==> config.mk <==
export PLATFORM = sky130hd
export DESIGN_NAME = request_unit
export DESIGN_NICKNAME = d
export VERILOG_FILES = /design/src/rtl/cpu_types_pkg.sv /design/src/rtl/sat_counter.sv /design/src/rtl/request_unit.sv
export SDC_FILE = /design/constraint.sdc
export NUM_CORES = 1
export LEC_CHECK = 0
export ABC_AREA = 1
export BUFFER_PORTS_ARGS = -buffer_cell sky130_fd_sc_hd__buf_2
export CAP_MARGIN = 20
export CORE_MARGIN = 2
export CORE_UTILIZATION = 45
export CTS_CLUSTER_DIAMETER = 30
export DETAILED_ROUTE_END_ITERATION = 8
export PLACE_DENSITY_LB_ADDON = 0.2
export SYNTH_ARGS = -nofsm -noshare
export SYNTH_HDL_FRONTEND = slang
export SYNTH_HIERARCHICAL = 1
export SYNTH_SLANG_ARGS = --single-unit
==> constraint.sdc <==
create_clock -name CLK -period 2.4 [get_ports CLK]
set_input_delay 0.48 -clock CLK [delete_from_list [all_inputs] [get_ports CLK]]
set_output_delay 0.48 -clock CLK [all_outputs]
set_load 0.05 [all_outputs]
==> src/rtl/cpu_types_pkg.sv <==
// Shared types for the CPU request path: request FSM states, counter width
// and the illegal-operation check used when an instruction is accepted.
package cpu_types_pkg;

    typedef enum logic [1:0] {
        FETCH  = 2'd0,
        DATA   = 2'd1,
        HALTED = 2'd2
    } reqstate_t;

    localparam int STALLCNT_W = 16;

    // A load and a store decoded together is not a legal instruction.
    function automatic logic illegal_op(input logic rd, input logic wr);
        return rd & wr;
    endfunction

endpackage

==> src/rtl/sat_counter.sv <==
// Width-parameterised up-counter that sticks at all-ones instead of wrapping.
module sat_counter #(
    parameter int W = 16
) (
    input  logic         clk,
    input  logic         rst,
    input  logic         en,
    output logic [W-1:0] count
);

    localparam logic [W-1:0] CNT_MAX = {W{1'b1}};
    localparam logic [W-1:0] CNT_ONE = {{(W-1){1'b0}}, 1'b1};

    logic [W-1:0] count_r;

    // Count enabled cycles, holding once the maximum is reached.
    always_ff @(posedge clk) begin
        if (rst) begin
            count_r <= {W{1'b0}};
        end else if (en && (count_r != CNT_MAX)) begin
            count_r <= count_r + CNT_ONE;
        end else begin
            count_r <= count_r;
        end
    end

    assign count = count_r;

endmodule

==> src/rtl/request_unit.sv <==
// Sequences instruction and data memory requests for a multicycle CPU,
// producing the PC-advance strobe, sticky halt/error flags and a stall count.
module request_unit
    import cpu_types_pkg::*;
(
    input  logic                  CLK,
    input  logic                  RST,
    input  logic                  DatRead,
    input  logic                  DatWrite,
    input  logic                  Halt,
    input  logic                  ihit,
    input  logic                  dhit,
    output logic                  imemREN,
    output logic                  dmemREN,
    output logic                  dmemWEN,
    output logic                  pcEn,
    output logic                  halt,
    output logic                  opErr,
    output logic [STALLCNT_W-1:0] stallCnt
);

    reqstate_t state_r;
    reqstate_t state_next_s;
    logic      op_wr_r;
    logic      op_wr_next_s;
    logic      pc_en_s;
    logic      err_set_s;
    logic      stall_en_s;
    logic      imem_ren_r;
    logic      dmem_ren_r;
    logic      dmem_wen_r;
    logic      halt_r;
    logic      op_err_r;

    // Next-state, operation latch and PC-advance decode.
    always_comb begin
        state_next_s = state_r;
        op_wr_next_s = op_wr_r;
        pc_en_s      = 1'b0;
        err_set_s    = 1'b0;
        case (state_r)
            FETCH: begin
                if (ihit) begin
                    if (Halt) begin
                        state_next_s = HALTED;
                    end else if (DatRead || DatWrite) begin
                        // A conflicting load+store resolves to a store.
                        state_next_s = DATA;
                        op_wr_next_s = DatWrite;
                        err_set_s    = illegal_op(DatRead, DatWrite);
                    end else begin
                        pc_en_s = 1'b1;
                    end
                end else begin
                    state_next_s = FETCH;
                end
            end
            DATA: begin
                if (dhit) begin
                    pc_en_s      = 1'b1;
                    state_next_s = FETCH;
                end else begin
                    state_next_s = DATA;
                end
            end
            HALTED: begin
                state_next_s = HALTED;
            end
            default: begin
                state_next_s = FETCH;
            end
        endcase
    end

    // State register; request outputs are registered from the next state.
    always_ff @(posedge CLK) begin
        if (RST) begin
            state_r    <= FETCH;
            op_wr_r    <= 1'b0;
            imem_ren_r <= 1'b1;
            dmem_ren_r <= 1'b0;
            dmem_wen_r <= 1'b0;
            halt_r     <= 1'b0;
            op_err_r   <= 1'b0;
        end else begin
            state_r    <= state_next_s;
            op_wr_r    <= op_wr_next_s;
            imem_ren_r <= (state_next_s == FETCH);
            dmem_ren_r <= (state_next_s == DATA) && !op_wr_next_s;
            dmem_wen_r <= (state_next_s == DATA) && op_wr_next_s;
            halt_r     <= (state_next_s == HALTED);
            op_err_r   <= op_err_r | err_set_s;
        end
    end

    assign stall_en_s = !pc_en_s && (state_r != HALTED);

    sat_counter #(
        .W (STALLCNT_W)
    ) u_stall_cnt (
        .clk   (CLK),
        .rst   (RST),
        .en    (stall_en_s),
        .count (stallCnt)
    );

    // An instruction aborted by reset must not advance the PC.
    assign pcEn    = pc_en_s & ~RST;
    assign imemREN = imem_ren_r;
    assign dmemREN = dmem_ren_r;
    assign dmemWEN = dmem_wen_r;
    assign halt    = halt_r;
    assign opErr   = op_err_r;

endmodule

==> impl_metrics.ini <==
[status]
status = complete, no violations

[critical_path]
r2r_slack_ns = 0.67
cp_num_buf_inv = 1
cp-start-kind = flop
r2r_cells = 12
cp_slowest_cell = dfxtp_1
path_delay_family = flip-flops
crit_path_end_kind = output port
worstSetupPathType = reg2out
slowest_delay_ns = 0.38
cp_max_fo = 6
arrival_ns = 1.47
reg2reg_from = state_r[0]$_SDFF_PP0_
path_cells = nor2_2 -> nand4_1 -> a21oi_1 -> buf_2
worstPathRequired_ns = 1.92
r2r_end = u_stall_cnt/count[14]$_SDFFE_PP0P_

[synth]
synthDistinctLibCells = 20
synth.net_count = 199
syn_inst = 191
synth_area_per_cell_sq_um = 6.584
yosysWarnings = 6
ys_seq_area_share_pct = 38.21
netlist_area_sq_um = 1257
ys_ff_latch = 24

[route]
route.met3.wl_um = 92
drc = 0
wl_met2_um = 1161
drtIter0Drc = 29
ant_nets = 0
drt-vias-per-instance = 4.802
wl_met1_um = 1138
routed_wl_um = 2430
route.detailed.wl_per_inst_um = 9.605
vias = 1215
routed.top_layer = met4
dr.pass1.iters = 4

[sta]
tns_ns = 0
holdWs_ns = 0.4168
hold_viol_final = 0
period_share_pct = 81.43
finalSetupViolations = 0
rsz0062_at_grt = false
max_slew_margin_pct = 67.18
clock_skew_ns = 0.004608
fin_crit_ns = 1.954
worstMarginPinSlew_ns = 0.4918
fmax_mhz = 511.7
slew_violations = 0

[global_route]
antenna_found_initial = 0
grt_pass1_wl_um = 4367
grt_overflow = 0
grt_max_degree = 17
track_usage_pct = 16.78
grt_pass1_vias = 1075

[clock_tree]
cts.reportedPaths.clkPinSlew_ns = 0.13
numCtsBuffers = 3
cts.sinks = 24
hold_buffers = 0
htreeDepth = 1
postCtsSetupBuffers = 0
ctsResizeCount = 0
clk_path_buf_depth = 2
cts_root_buffer = clkbuf_4
cts_tree = built
clk_latency_ns = 0.31

[placed_design]
io_buffer_count = 28
place_congestion = 0.8942
dpl_cell_area_sq_um = 1431
hpwlAfterDp_um = 1976

[final_layout]
area_growth_pct = 16.72
multi_input_area_sq_um = 704.4
final-seq-area_sq_um = 480.5
nets = 231
n_antenna_cell = 0
layout_commonest_cell = nand2_1
final_cell_area_sq_um = 1468
layout_common_cells = nand2_1 (53), nor2_1 (44), buf_2 (28)
fill_cells = 301
drive_above_1_share_pct = 23.42

[floorplanning]
initial_utilization_pct = 46.40
io_pins = 29
die-area_sq_um = 3233
die_x_um = 56.86
die_h_um = 56.86
core_area_sq_um = 2710
rows = 19

[min_path]
holdPathStages = 2
hold_end = state_r[0]$_SDFF_PP0_
min_from = RST
hold_path_class = in2reg

[power_and_ir_drop]
powerDensity_nw_per_um2 = 515.4
p_leak_nw = 0.7009
irDropWorstVdd_v = 0.0003407
power.total_mw = 0.7565

[job]
drv_cap = 0
==> final cells by class <==
class / count / share of cell area (%)
Timing Repair Buffer: 29 / 10.06
Inverter: 16 / 4.092
Sequential cell: 24 / 32.74
Tap cell: 31 / 2.643
Multi-Input combinational cell: 149 / 48.00
Clock buffer: 4 / 2.472
==> worst reg2reg max path: cells and delay by family, from the launching register on <==
family | cells | cell delay (ns)
buffers and inverters | 2 | 0.25
DFF | 1 | 0.45
and+or+nand+nor | 10 | 0.95
==> cell usage after synthesis, drive strengths merged <==
cell type | count | area share (%)
a21oi | 9 | 3.9
nor2 | 59 | 23
nand4 | 4 | 2.0
buf | 1 | 0.40
nand3 | 16 | 6.8
nand2 | 55 | 17
or2 | 1 | 0.50
nand3b | 1 | 0.60
ha | 1 | 0.99
inv | 16 | 4.8
clkbuf | 1 | 0.60
dfxtp | 24 | 38
nor3 | 1 | 0.40
a211oi | 2 | 1.2
==> through the flow <==
step	setup WS (ns)	utilization, %	std cells
6_report	0.4458	54.16	253
3_5_place_dp	0.4930	52.82	249
3_3_place_gp	0.5777	52.82	249
5_1_grt	0.2939	54.16	253
2_1_floorplan	0.4090	-	191
4_1_cts	0.4315	54.16	253
==> power by group <==
group / switching, mW / internal, mW / total, mW
sequential: 0.0103 / 0.413 / 0.423
combinational: 0.0892 / 0.0355 / 0.125
clock: 0.116 / 0.0927 / 0.209
==> kinds of logic after synthesis <==
kind of cell | count (synthesis) | synth area share [%]
simple gates | 137 | 49.95
flops | 24 | 38.21
buf+inv | 18 | 5.771
compound gates | 11 | 5.075
fa+ha+maj | 1 | 0.9949
==> routing by layer <==
| layer | vias to the layer above | GRT usage, % |
|---|---|---|
| li1 | 663 | - |
| met1 | 527 | 20.85 |
| met2 | 20 | 28.57 |
| met3 | 5 | 2.765 |
| met4 | 0 | 6.977 |
| met5 | - | 0 |
==> worst max path at each step <==
| stage | end | cells past startpoint | slack [ns] | startpoint |
|---|---|---|---|---|
| after floorplan | pcEn | 4 | 0.41 | ihit |
| after global placement | u_stall_cnt/count[14]$_SDFFE_PP0P_ | 14 | 0.58 | ihit |
| after detailed placement | u_stall_cnt/count[14]$_SDFFE_PP0P_ | 14 | 0.49 | ihit |
| after CTS | pcEn | 4 | 0.43 | state_r[0]$_SDFF_PP0_ |
| after global routing | pcEn | 4 | 0.29 | state_r[0]$_SDFF_PP0_ |
| final | pcEn | 4 | 0.45 | state_r[0]$_SDFF_PP0_ |
==> flip-flops by register name, summed over array words and instances (netlist names) <==
register,count
u_stall_cnt/count,16
state_r,2
dmemREN,1
dmemWEN,1
halt,1
imemREN,1
opErr,1
op_wr_r,1
Power figures use the tool's default switching activity.
